[config.mk]
export PLATFORM = sky130hd
export DESIGN_NAME = mac_sequencer
export DESIGN_NICKNAME = d
export VERILOG_FILES = /design/src/rtl/mac_pkg.sv /design/src/rtl/mac_addr_gen.sv /design/src/rtl/mac_sequencer.sv
export SDC_FILE = /design/constraint.sdc
export NUM_CORES = 1
export LEC_CHECK = 0
export BUFFER_PORTS_ARGS = -buffer_cell sky130_fd_sc_hd__buf_2
export CORE_ASPECT_RATIO = 1.1
export CORE_MARGIN = 4
export CORE_UTILIZATION = 50
export DETAILED_ROUTE_END_ITERATION = 16
export PLACE_DENSITY_LB_ADDON = 0.15
export SLEW_MARGIN = 20
export SYNTH_ARGS = -nofsm -noshare
export SYNTH_HDL_FRONTEND = slang
export SYNTH_HIERARCHICAL = 1
export SYNTH_SLANG_ARGS = --single-unit
[constraint.sdc]
create_clock -name clk -period 3.6 [get_ports clk]
set_clock_uncertainty 0.05 [all_clocks]
set_input_delay 0.72 -clock clk [delete_from_list [all_inputs] [get_ports clk]]
set_output_delay 0.72 -clock clk [all_outputs]
set_load 0.005 [all_outputs]
[src/rtl/mac_pkg.sv]
`default_nettype none
// ============================================================================
// mac_pkg : shared layer/state encodings and term counts        rev 1.0
// ============================================================================
package mac_pkg;

  localparam int CONV_TERMS = 25;
  localparam int FC_TERMS   = 192;

  typedef enum logic [2:0] {
    LAYER_CONV1 = 3'd0,
    LAYER_CONV2 = 3'd1,
    LAYER_FC    = 3'd2
  } layer_e;

  typedef enum logic [2:0] {
    S_IDLE    = 3'd0,
    S_CLEAR   = 3'd1,
    S_ISSUE   = 3'd2,
    S_DRAIN   = 3'd3,
    S_SETTLE  = 3'd4,
    S_CAPTURE = 3'd5,
    S_HOLD    = 3'd6
  } state_e;

endpackage
`default_nettype wire

[src/rtl/mac_addr_gen.sv]
`default_nettype none
// ============================================================================
// mac_addr_gen : running per-output bases plus term counter     rev 1.0
// ============================================================================
module mac_addr_gen #(
  parameter int ADDR_W = 16
) (
  input  logic              clk,
  input  logic              reset_n,
  input  logic              load,
  input  logic              advance,
  input  logic              clr,
  input  logic              step,
  input  logic [ADDR_W-1:0] base_a,
  input  logic [ADDR_W-1:0] base_b,
  input  logic [ADDR_W-1:0] stride_a,
  input  logic [ADDR_W-1:0] stride_b,
  input  logic [ADDR_W-1:0] n_terms,
  output logic [ADDR_W-1:0] addr_a,
  output logic [ADDR_W-1:0] addr_b,
  output logic              last
);

  logic [ADDR_W-1:0] r_run_a;
  logic [ADDR_W-1:0] r_run_b;
  logic [ADDR_W-1:0] r_stride_a;
  logic [ADDR_W-1:0] r_stride_b;
  logic [ADDR_W-1:0] r_i;

  // Stepping the base by stride per output replaces a k*stride multiply.
  always_ff @(posedge clk or negedge reset_n) begin
    if (!reset_n) begin
      r_run_a    <= '0;
      r_run_b    <= '0;
      r_stride_a <= '0;
      r_stride_b <= '0;
      r_i        <= '0;
    end else begin
      if (load) begin
        r_run_a    <= base_a;
        r_run_b    <= base_b;
        r_stride_a <= stride_a;
        r_stride_b <= stride_b;
      end else if (advance) begin
        r_run_a <= r_run_a + r_stride_a;
        r_run_b <= r_run_b + r_stride_b;
      end
      if (clr)
        r_i <= '0;
      else if (step)
        r_i <= r_i + 1'b1;
    end
  end

  assign addr_a = r_run_a + r_i;
  assign addr_b = r_run_b + r_i;
  assign last   = (r_i == n_terms - 1'b1);

endmodule
`default_nettype wire

[src/rtl/mac_sequencer.sv]
`default_nettype none
// ============================================================================
// mac_sequencer : dot-product job controller for an external MAC  rev 1.0
// ============================================================================
import mac_pkg::*;

module mac_sequencer #(
  parameter int ADDR_W     = 16,
  parameter int ACC_W      = 32,
  parameter int CONV_TERMS = mac_pkg::CONV_TERMS,
  parameter int FC_TERMS   = mac_pkg::FC_TERMS
) (
  input  logic              clk,
  input  logic              reset_n,
  input  logic              start,
  input  logic              abort,
  input  logic [2:0]        layer,
  input  logic [7:0]        num_outputs,
  input  logic [ADDR_W-1:0] base_a,
  input  logic [ADDR_W-1:0] base_b,
  input  logic [ADDR_W-1:0] stride_a,
  input  logic [ADDR_W-1:0] stride_b,
  output logic [ADDR_W-1:0] addr_a,
  output logic [ADDR_W-1:0] addr_b,
  output logic              rd_en,
  output logic              mac_clr,
  output logic              mac_en,
  input  logic [ACC_W-1:0]  acc_in,
  output logic [ACC_W-1:0]  result,
  output logic              result_valid,
  input  logic              result_ready,
  output logic              busy,
  output logic              done,
  output logic              err
);

  state_e            r_state;
  state_e            w_next;
  logic [7:0]        r_k;
  logic [7:0]        r_num;
  logic              r_fc;
  logic              w_load;
  logic              w_adv;
  logic              w_clr;
  logic              w_step;
  logic              w_done;
  logic              w_err;
  logic              w_last;
  logic              w_more;
  logic              w_layer_ok;
  logic [ADDR_W-1:0] w_n_terms;

  assign w_layer_ok = (layer == LAYER_CONV1) || (layer == LAYER_CONV2) || (layer == LAYER_FC);
  assign w_n_terms  = r_fc ? ADDR_W'(FC_TERMS) : ADDR_W'(CONV_TERMS);
  assign w_more     = (r_k + 8'd1) != r_num;
  assign busy       = (r_state != S_IDLE);

  mac_addr_gen #(.ADDR_W(ADDR_W)) u_addr_gen (
    .clk      (clk),
    .reset_n  (reset_n),
    .load     (w_load),
    .advance  (w_adv),
    .clr      (w_clr),
    .step     (w_step),
    .base_a   (base_a),
    .base_b   (base_b),
    .stride_a (stride_a),
    .stride_b (stride_b),
    .n_terms  (w_n_terms),
    .addr_a   (addr_a),
    .addr_b   (addr_b),
    .last     (w_last)
  );

  always_ff @(posedge clk or negedge reset_n) begin
    if (!reset_n)
      r_state <= S_IDLE;
    else
      r_state <= w_next;
  end

  always_comb begin
    w_next  = r_state;
    rd_en   = 1'b0;
    mac_clr = 1'b0;
    w_load  = 1'b0;
    w_adv   = 1'b0;
    w_clr   = 1'b0;
    w_step  = 1'b0;
    w_done  = 1'b0;
    w_err   = 1'b0;
    if (abort && r_state != S_IDLE) begin
      w_next = S_IDLE;
    end else begin
      case (r_state)
        S_IDLE: begin
          if (start && !abort) begin
            if (!w_layer_ok)
              w_err = 1'b1;
            else if (num_outputs == 8'd0)
              w_done = 1'b1;
            else begin
              w_load = 1'b1;
              w_next = S_CLEAR;
            end
          end
        end
        S_CLEAR: begin
          mac_clr = 1'b1;
          w_clr   = 1'b1;
          w_next  = S_ISSUE;
        end
        S_ISSUE: begin
          rd_en  = 1'b1;
          w_step = 1'b1;
          if (w_last)
            w_next = S_DRAIN;
        end
        S_DRAIN:   w_next = S_SETTLE;
        S_SETTLE:  w_next = S_CAPTURE;
        S_CAPTURE: w_next = S_HOLD;
        S_HOLD: begin
          if (result_ready) begin
            if (w_more) begin
              w_adv  = 1'b1;
              w_next = S_CLEAR;
            end else begin
              w_done = 1'b1;
              w_next = S_IDLE;
            end
          end
        end
        default: w_next = S_IDLE;
      endcase
    end
  end

  // rd_en is already low in an abort cycle, so mac_en drops with it.
  always_ff @(posedge clk or negedge reset_n) begin
    if (!reset_n) begin
      r_k          <= '0;
      r_num        <= '0;
      r_fc         <= 1'b0;
      mac_en       <= 1'b0;
      result       <= '0;
      result_valid <= 1'b0;
      done         <= 1'b0;
      err          <= 1'b0;
    end else begin
      mac_en <= rd_en;
      done   <= w_done;
      err    <= w_err;
      if (w_load) begin
        r_k   <= '0;
        r_num <= num_outputs;
        r_fc  <= (layer == LAYER_FC);
      end else if (w_adv) begin
        r_k <= r_k + 8'd1;
      end
      if (abort && r_state != S_IDLE)
        result_valid <= 1'b0;
      else if (r_state == S_CAPTURE) begin
        result       <= acc_in;
        result_valid <= 1'b1;
      end else if (r_state == S_HOLD && result_ready)
        result_valid <= 1'b0;
    end
  end

endmodule
`default_nettype wire
==> impl_metrics.json, run 1 <==
{
  "outcome": "finished clean",
  "die_area_um2": 20600,
  "pwr-share-clk_pct": 27.9,
  "clock-sinks": 136,
  "port_buffers": 182,
  "post-dp-hpwl_um": 18300,
  "seqPwrFrac_pct": 32.3,
  "synth.distinct_cells": 74,
  "synth-seq-cells": 136,
  "core_um2": 17900,
  "diodes": 0,
  "clk_pin_slew_worst_paths_ps": 70,
  "crit_required_ps": 2830,
  "p_int_mw": 4.04,
  "start_util_pct": 51.4,
  "placement_rows": 51,
  "cts_tree": "yes",
  "worstPathCellList": "ha_1 > and3_1 > o21ai_1 > o22ai_2 > o21a_1 > o311a_1 > o21ai_2 > nor2b_2 > xnor2_1 > buf_2",
  "drive_gt1_share_pct": 33.0,
  "p_per_area_nw_per_um2": 551,
  "drc": 0,
  "max_slew_margin_pct": 39.3,
  "layout.nets": 1382,
  "p_comb_share_pct": 39.8,
  "hold_class": "input pin to async pin",
  "synth_top_area_share_pct": 37.1,
  "period_minus_slack_ps": 3580,
  "syn_area_per_cell_um2": 9.65,
  "area_growth_pct": 26.2,
  "ys_warn_count": 6,
  "holdWs_ps": 232,
  "grt_setup_unrepaired": "yes",
  "finalWeightedCongestion": 0.883,
  "fmax_ghz": 0.279,
  "drt_iter0_markers": 374,
  "crit_type": "flip-flop to output pin",
  "post-synth-top-count-cell": "dfrtp_1",
  "drt_wl_total_um": 24500,
  "final_cell_count_no_fill": 1454,
  "via_per_inst": 5.46,
  "grt_usage_pct": 23.9,
  "ys.flop_type": "dfrtp_1",
  "cts_root_buf": "clkbuf_16",
  "drtPass1Iterations": 5,
  "synth.area.top_cells": "dfrtp_1, mux2_2, ha_1, xnor2_1, a21oi_1",
  "cp_num_buf_inv": 1,
  "yosys-top-cells-count": "dfrtp_1, nor2_1, mux2_2, nand2_1, ha_1",
  "grt_max_degree": 66,
  "dieWidth_um": 137,
  "dp_cells": 1400,
  "grt_pass1_vias": 7602,
  "synthCells": 951,
  "clock_path_buffers": 2,
  "vias": 7938,
  "netlist_area_um2": 9180,
  "critPathTopFamily": "compound AO/OA/AOI/OAI gates",
  "hold_viol_final": 0,
  "fp.dieH_um": 150,
  "place_area_um2": 10600,
  "p_sw_mw": 2.34,
  "r2r_setup_slack_ps": 430,
  "cp-start-kind": "flip-flop",
  "yosys.area.top_type": "dfrtp_1",
  "p_leak_nw": 5.58,
  "maxCapViolations": 0,
  "cp.arrival_ps": 2810,
  "io_pins": 183,
  "max_stage_delay_ps": 470,
  "htree_levels": 4,
  "cts_buffers": 17,
  "tightest_slew_ps": 902,
  "ant_nets": 0,
  "endpoint_kind": "output pin",
  "overflow": 0,
  "synth_edf_count": 0,
  "worstSkewPairLatency_ps": 430,
  "cp_max_fo": 6,
  "drv_slew": 0,
  "avgRoutedWirePerCell_um": 16.9,
  "peakVddDrop_mv": 0.378,
  "period_share_pct": 99.4,
  "async_reset_ff_share_pct": 100,
  "grt_pass1_wl_um": 38600,
  "ys_seq_area_share_pct": 37.1,
  "cpMaxStageDelayCell": "dfrtp_2",
  "swShare_pct": 36.7,
  "antenna_found_initial": 0,
  "setup_viol": 0,
  "final_area_um2": 11600
}
## placed cells by master, fill, tap and decap left out, types with 16 or more instances in the layout
cell type / instances
nor3_1: 18
o21ai_1: 28
conb_1: 40
clkbuf_16: 17
xnor2_1: 53
a21o_1: 18
o21a_1: 16
mux2_2: 74
o21ai_0: 34
xor2_1: 27
dfrtp_1: 126
buf_4: 42
buf_2: 181
nand2_1: 69
inv_1: 25
ha_1: 53
a21oi_1: 57
nand3_1: 31
nor2_1: 78
## registers in the layout, summed over array words and instances, names as in the netlist, 3 cells and up
register	flops
r_k	8
result	32
u_addr_gen/r_stride_b	16
u_addr_gen/r_stride_a	16
u_addr_gen/r_run_b	16
u_addr_gen/r_run_a	16
u_addr_gen/r_i	16
r_state	3
r_num	8
## worst reg2reg max path, stage by stage, from the launching register on
cell and delay [ps]:
dfrtp_1 410, ha_1 360, nand3_1 160, nor2b_1 160, nor4_1 350, o2111ai_1 230, and2_1 380, inv_2 290
buf_4 270, a211oi_1 60, a211oi_1 240, a21oi_1 60
## what timing repair did
item | in CTS | in global routing
resized for setup | 15 | 31
endpoints found under the setup margin | 7 | 9
hold buffers | 0 | 0
buffers inserted | 10 | 12
pin swaps | 9 | 20
## path summary, 6_finish.rpt
| kind | startpoint | end | cells past startpoint |
|---|---|---|---|
| worst max-delay path | u_addr_gen/r_i[6]$_DFFE_PN0P_ | addr_b[13] | 10 |
| worst min-delay path | reset_n | result[11]$_DFFE_PN0P_ | 1 |
| worst max register to register | r_k[0]$_DFFE_PN0P_ | u_addr_gen/r_run_a[4]$_DFFE_PN0P_ | 11 |
| worst min register to register | result_valid$_DFFE_PN0P_ | result_valid$_DFFE_PN0P_ | 1 |
| max in group asynchronous | reset_n | u_addr_gen/r_i[5]$_DFFE_PN0P_ | 2 |
| min in group clk | result_valid$_DFFE_PN0P_ | result_valid$_DFFE_PN0P_ | 1 |
## power by group through the flow
stage,Clock (mW),Sequential [mW],Combinational (mW)
final,1.78,2.06,2.54
after global routing,1.89,2.09,2.84
after CTS,1.82,2.04,2.41
after detailed placement,0,2.06,2.32
after global placement,0,2.06,2.30
after floorplan,0,1.97,1.74
## final cells by class
type                            count  area (µm²)
Fill cell                        1461        6280
Multi-Input combinational cell    794        5900
Sequential cell                   136        3420
Timing Repair Buffer              225        1250
Clock buffer                       17         425
Tap cell                          238         298
Clock inverter                     15         183
Inverter                           29         109
## cells by family (layout without fill, tap and decap cells)
group	Yosys count	in the layout	share of synthesized area, %
AOI/OAI and AO/OA	248	248	18.1
xor gates and xnor gates	81	81	7.73
adders and majority gates	67	67	9.46
buffers and inverters	60	286	2.77
DFF	136	136	37.1
muxes	84	84	10.2
other	1	40	0.0408
and+or+nand+nor	274	274	14.7
## per-layer routing
layer	part of all wire (%)	global-route usage [%]	up-vias
li1	-	-	3938
met1	44	31.2	3742
met2	48	39.1	227
met3	6.1	5.88	31
met4	1.9	7.63	0
met5	0	0	-
## metrics by stage
stage	setup slack [ps]	power, mW	utilization, %	setup TNS (ps)
3_5_place_dp	226	4.39	59.2	0
3_3_place_gp	318	4.36	59.2	0
4_1_cts	-2.11	6.27	63.4	-2.11
6_report	20.2	6.38	64.8	0
2_1_floorplan	649	3.71	-	0
5_1_grt	-103	6.82	64.8	-399
Power figures use the tool's default switching activity.
==> run 2: changes to the inputs <==
- ABC_AREA: unset -> 1
==> run 2 against run 1 <==
  * Synthesized cell count up 28%
  * Count of clock-buffer cells in the layout is 1 higher
  * Worst setup slack improved by 240 ps
  * Wire length is 2.8% higher
  * Via count increased by 10%
  * Final area decreased by 1.6%
  * Largest power group unchanged
==> impl_metrics.json, run 2 <==
{
  "outcome": "finished clean",
  "cts_hold_buf": 0,
  "htree_levels": 4,
  "final_cell_mix": "nand2_1, buf_2, dfrtp_1, inv_1, nor2_1",
  "endpoint_kind": "output pin",
  "area_growth_pct": 20.7,
  "avgRoutedWirePerCell_um": 14.9,
  "period_share_pct": 92.8,
  "die_area_um2": 21200,
  "setup_tns_ps": 0,
  "via_per_inst": 5.17,
  "cp_max_fo": 6,
  "fmax_ghz": 0.299,
  "port_buffers": 182,
  "drt_wl_total_um": 25200,
  "dieWidth_um": 139,
  "drc": 0,
  "async_reset_ff_share_pct": 100,
  "core_um2": 18500,
  "tightest_slew_ps": 696,
  "post-dp-hpwl_um": 19400,
  "overflow": 0,
  "cts_root_buf": "clkbuf_16",
  "hold_viol_final": 0,
  "setup_viol": 0,
  "drt_iter0_markers": 604,
  "placement_rows": 52,
  "peakVddDrop_mv": 0.365,
  "synth.distinct_cells": 48,
  "max_slew_margin_pct": 53.5,
  "antenna_found_initial": 1,
  "synth_top_area_share_pct": 36.0,
  "layout.nets": 1614,
  "vias": 8742,
  "post-route-util_pct": 61.7,
  "cp-start-kind": "flip-flop",
  "ant_nets": 0,
  "hold_class": "input pin to async pin",
  "yosys-top-cells-count": "nand2_1, dfrtp_1, inv_1, nor2_1, nand3_1",
  "p_per_area_nw_per_um2": 770,
  "worstSkewPairLatency_ps": 420,
  "layout_commonest_cell": "nand2_1",
  "fillers": 1685,
  "largest_reg_flops": 32,
  "ys.flop_type": "dfrtp_1",
  "netlist_area_um2": 9440,
  "clk_pin_slew_worst_paths_ps": 60,
  "multi_input_area_um2": 5580,
  "cts_tree": "yes",
  "r2r_cells": 19,
  "start_util_pct": 51.1,
  "synth.area.top_cells": "dfrtp_1, nand2_1, ha_1, inv_1, nand3_1",
  "regMostFlops": "result",
  "io_pins": 183,
  "yosys.area.top_type": "dfrtp_1",
  "ys_warn_count": 6,
  "drtPass1Iterations": 8,
  "period_minus_slack_ps": 3340,
  "clock-sinks": 136,
  "finalPower_mw": 8.78,
  "fp.dieH_um": 152,
  "synth_edf_count": 0,
  "cts_buffers": 17,
  "cts_setup_buffers": 0,
  "post-synth-top-count-cell": "nand2_1",
  "cp.arrival_ps": 2570,
  "finalWeightedCongestion": 0.919,
  "drv_slew": 0,
  "ys_seq_area_share_pct": 36.0,
  "grt_setup_unrepaired": "no",
  "p_leak_nw": 6.12,
  "syn_area_per_cell_um2": 7.75,
  "maxCapViolations": 0,
  "crit_required_ps": 2830,
  "grt_pass1_vias": 8411,
  "synth-seq-cells": 136,
  "grt_usage_pct": 24.0,
  "crit_type": "flip-flop to output pin",
  "ff_latch_area_um2": 3400,
  "grt_pass1_wl_um": 41500,
  "grt_max_degree": 76,
  "clock_path_buffers": 2,
  "drive_gt1_share_pct": 19.1,
  "synthCells": 1218
}
## run 2: cell count changes after synthesis, sizes merged, moves of 10 or more
cell	delta
o21a	-15
xnor2	-30
nand2	+289
mux2	-42
nor2	+18
a211oi	-12
mux2i	-10
and3	-12
nand2b	-11
nor2b	-11
xor2	+13
a21o	-10
inv	+98
nand3	+53
## run 2: final cells by class
class                   instances  share of cell area, %
diodes                          1                 0.0220
repair buffers                191                   8.97
clock buffers                  18                   3.85
inverters                     128                   4.24
flip-flops and latches        136                   29.9
multi-input cells             961                   49.0
clock inverters                14                   1.41
well taps                     243                   2.67
## run 2: worst max-delay path, stage by stage (launching register included)
cell,delay [ps]
dfrtp_1,440
inv_1,190
fa_1,460
o21ai_1,220
a21boi_1,160
inv_1,100
nand2_1,50
nand2_1,100
nand3_1,70
nand2_1,80
xor2_1,150
buf_2,130
## run 2: stage by stage
stage / instances / cell area, µm² / hold WS [ps] / setup WS (ps)
2_1_floorplan: 1249 / 9560 / 374 / 893
3_3_place_gp: 1659 / 10800 / 409 / 571
3_5_place_dp: 1659 / 10800 / 413 / 542
4_1_cts: 1691 / 11400 / 269 / 120
5_1_grt: 1692 / 11400 / 283 / 52.9
6_report: 1692 / 11400 / 240 / 260
## run 2: worst paths after layout
check / startpoint / slack (ps) / endpoint
setup / recovery: u_addr_gen/r_i[1]$_DFFE_PN0P_ / 260 / addr_b[12]
hold / removal: reset_n / 240 / u_addr_gen/r_i[10]$_DFFE_PN0P_
setup reg to reg: r_fc$_DFFE_PN0P_ / 620 / r_state[0]$_DFFE_PN0P_
hold reg to reg: u_addr_gen/r_stride_b[6]$_DFFE_PN0P_ / 420 / u_addr_gen/r_stride_b[6]$_DFFE_PN0P_
max in group asynchronous: reset_n / 2430 / result[11]$_DFFE_PN0P_
min in group clk: u_addr_gen/r_stride_b[6]$_DFFE_PN0P_ / 420 / u_addr_gen/r_stride_b[6]$_DFFE_PN0P_
## run 2: routing by layer
layer / wire length [µm] / share of wire (%) / GRT usage (%) / up-vias
met4: 595 / 2.4 / 7.78 / 0
met2: 12200 / 48 / 40.1 / 248
met5: 0 / 0 / 0 / -
met3: 1340 / 5.3 / 4.21 / 39
met1: 11100 / 44 / 31.8 / 4030
li1: - / - / - / 4425
## run 2: power breakdown
group	total, mW	leakage (nW)	internal (mW)	switching (mW)
clock network	1.79	0.287	1.06	0.732
logic	4.29	4.10	1.79	2.50
registers	2.70	1.73	2.14	0.558
## run 2: repair_timing
action	in CTS	in global routing
setup endpoints to repair	0	4
hold endpoints to repair	0	0
gates resized for setup	0	3
## run 2: cells by family (layout without fill, tap and decap cells)
kind of cell             Yosys count  in the layout  share of synthesized area (%)
AO/OA/AOI/OAI                    187            187                           11.4
AND/OR/NAND/NOR                  579            579                           27.4
adder cells (fa/ha/maj)           67             67                           9.19
multiplexers                      32             32                           3.82
XOR/XNOR                          64             64                           5.94
buffers and inverters            152            351                           6.17
other                              1             33                         0.0397
flip-flops                       136            136                           36.0
==> run 3: changes to the inputs <==
- SLEW_MARGIN: 20 -> 5
- SYNTH_HIERARCHICAL: 1 -> unset
==> run 3 against run 2 <==
  * Register-to-register slack better by 190 ps
  * Count of clock-buffer cells in the layout down 1
  * Die area down 2.8%
  * Maximum frequency down 1.2%
  * Final area down 4.6%
==> impl_metrics.json, run 3 <==
{
  "drv_slew": 0,
  "post-synth-top-count-cell": "nand2_1",
  "holdWs_ps": 259,
  "max_slew_margin_pct": 54.5,
  "setup_tns_ps": 0,
  "p_int_mw": 4.91,
  "cts.repair.resized": 0,
  "critPathTopFamily": "adder cells",
  "fillers": 1717,
  "period_share_pct": 93.9,
  "synthCells": 1232,
  "cts_hold_buf": 0,
  "drt_wl_total_um": 25000,
  "grt_pass1_vias": 8268,
  "grt_setup_unrepaired": "no",
  "cp_max_fo": 7,
  "ys_warn_count": 0,
  "cts_tree": "yes",
  "crit_type": "flip-flop to output pin",
  "syn_area_per_cell_um2": 7.44,
  "r2r_cells": 12,
  "fmax_ghz": 0.296,
  "regMostFlops": "result",
  "clk_pin_slew_worst_paths_ps": 60,
  "grt_pass1_wl_um": 40300,
  "diodes": 0,
  "yosys-top-cells-count": "nand2_1, dfrtp_1, inv_1, nand3_1, a21oi_1",
  "fp.dieH_um": 150,
  "final_cell_mix": "nand2_1, buf_2, dfrtp_1, inv_1, nand3_1",
  "swShare_pct": 43.8,
  "synth-seq-cells": 136,
  "r2r-start": "r_k[0]$_DFFE_PN0P_",
  "worstSkewPairLatency_ps": 420,
  "antenna_found_initial": 0,
  "maxCapViolations": 0,
  "overflow": 0,
  "tightest_slew_ps": 683,
  "max_stage_delay_ps": 470,
  "yosys.area.top_type": "dfrtp_1",
  "cp-start-kind": "flip-flop",
  "ys_seq_area_share_pct": 37.1,
  "placement_rows": 51,
  "cts_setup_buffers": 0,
  "cpMaxStageDelayCell": "dfrtp_1",
  "grt_usage_pct": 24.9,
  "p_per_area_nw_per_um2": 803,
  "crit_top_cell": "nand2_1",
  "clock_path_buffers": 2,
  "drt_iter0_markers": 452,
  "syn-num-nets": 1410,
  "crit_required_ps": 2830,
  "hold_class": "input pin to async pin",
  "seqPwrFrac_pct": 30.3,
  "hold_viol_final": 0,
  "reg2reg_to": "u_addr_gen.r_run_b[2]$_DFFE_PN0P_",
  "netlist_area_um2": 9160,
  "ys.flop_type": "dfrtp_1",
  "grt_max_degree": 72,
  "endpoint": "addr_a[12]",
  "cp.arrival_ps": 2610,
  "start_util_pct": 51.3,
  "layout_commonest_cell": "nand2_1",
  "htree_levels": 4,
  "dp_cells": 1631,
  "p_comb_share_pct": 50.1,
  "io_pins": 183,
  "drtPass1Iterations": 5,
  "endpoint_kind": "output pin",
  "period_minus_slack_ps": 3380,
  "clock-sinks": 136,
  "cp_num_buf_inv": 3,
  "setup_viol": 0,
  "peakVddDrop_mv": 0.450,
  "avgRoutedWirePerCell_um": 15.1,
  "synth_top_area_share_pct": 37.1,
  "crit_start": "u_addr_gen.r_i[0]$_DFFE_PN0P_",
  "p_leak_nw": 6.07,
  "post-route-util_pct": 60.8,
  "async_reset_ff_share_pct": 100,
  "dieWidth_um": 137,
  "vias": 8644,
  "post-dp-hpwl_um": 19500,
  "core_um2": 17900,
  "synth.distinct_cells": 37,
  "outcome": "finished clean",
  "layout.nets": 1590,
  "path_depth": 12,
  "p_sw_mw": 3.82,
  "drive_gt1_share_pct": 18.7,
  "final_cell_count_no_fill": 1663,
  "drc": 0,
  "worstPathCellList": "ha_1 > inv_1 > fa_1 > o21ai_0 > a21oi_1 > inv_1 > nand2_1 > nand2_1 > nand2_1 > nand2_1 > xor2_1 > buf_2",
  "pwr-share-clk_pct": 19.6,
  "via_per_inst": 5.20,
  "cts_root_buf": "clkbuf_16",
  "die_area_um2": 20600,
  "area_growth_pct": 18.7,
  "cts_buffers": 17,
  "ant_nets": 0,
  "r2r_setup_slack_ps": 810,
  "port_buffers": 182,
  "synth_edf_count": 0,
  "largest_reg_flops": 32,
  "finalWeightedCongestion": 0.936,
  "synth.area.top_cells": "dfrtp_1, nand2_1, ha_1, nand3_1, inv_1"
}
run 3: cell types whose count changed in the layout (fill, tap and decap cells not counted), sizes merged, moves of 6 or more:
cell | previous run | this run
inv | 134 | 121
conb | 32 | 0
nand2 | 359 | 434
o211ai | 8 | 0
nand3 | 84 | 103
nand3b | 0 | 10
nor3 | 16 | 23
nor2 | 97 | 72
a22oi | 16 | 0
xor2 | 40 | 23
o21bai | 8 | 2
run 3: logic make-up (layout without fill, tap and decap cells):
group | Yosys count | count (layout) | synth area share, %
AND/OR/NAND/NOR | 663 | 663 | 30.3
buffers and inverters | 139 | 332 | 6.19
adder cells (fa/ha/maj) | 66 | 66 | 9.34
multiplexers | 32 | 32 | 3.93
AO/OA/AOI/OAI | 151 | 151 | 8.82
XOR/XNOR | 45 | 45 | 4.30
flip-flops | 136 | 136 | 37.1
run 3: worst min-delay path by stage:
stage | start | to | depth (start not counted)
final | reset_n | u_addr_gen.r_run_b[7]$_DFFE_PN0P_ | 1
after global routing | reset_n | u_addr_gen.r_run_b[7]$_DFFE_PN0P_ | 1
after CTS | reset_n | u_addr_gen.r_run_b[7]$_DFFE_PN0P_ | 1
after detailed placement | u_addr_gen.r_stride_a[3]$_DFFE_PN0P_ | u_addr_gen.r_stride_a[3]$_DFFE_PN0P_ | 2
after global placement | u_addr_gen.r_stride_b[14]$_DFFE_PN0P_ | u_addr_gen.r_stride_b[14]$_DFFE_PN0P_ | 2
after floorplan | reset_n | done$_DFF_PN0_ | 0
run 3: power by group through the flow:
stage                     Combinational (mW)  Clock [mW]  Sequential [mW]
after global placement                  4.27           0             2.64
after CTS                               4.39        1.73             2.63
after global routing                    5.00        1.82             2.71
after detailed placement                4.34           0             2.65
final                                   4.37        1.71             2.65
after floorplan                         3.12           0             2.49
run 3: layout make-up:
cell class | count | area [µm²] | share of cell area (%)
Sequential cell | 136 | 3400 | 31.3
Timing Repair Buffer | 192 | 992 | 9.13
Clock inverter | 15 | 144 | 1.32
Inverter | 108 | 405 | 3.73
Tap cell | 238 | 298 | 2.74
Multi-Input combinational cell | 957 | 5200 | 47.9
Clock buffer | 17 | 425 | 3.91
run 3: metal layers:
metal	global-route usage, %	share of wire (%)	routed length (µm)	vias up
li1	-	-	-	4408
met1	33.4	44	11100	3951
met2	40.6	47	11700	247
met3	4.30	6.0	1510	38
met4	8.83	2.6	657	0
met5	0	0	0	-
run 3: stage by stage:
| step | power [mW] | setup WS [ps] | cell area, µm² |
|---|---|---|---|
| 6_report | 8.73 | 220 | 10900 |
| 4_1_cts | 8.75 | 87.3 | 10900 |
| 3_3_place_gp | 6.91 | 604 | 10300 |
| 2_1_floorplan | 5.61 | 932 | 9160 |
| 3_5_place_dp | 7.00 | 546 | 10300 |
| 5_1_grt | 9.53 | 42.0 | 10900 |
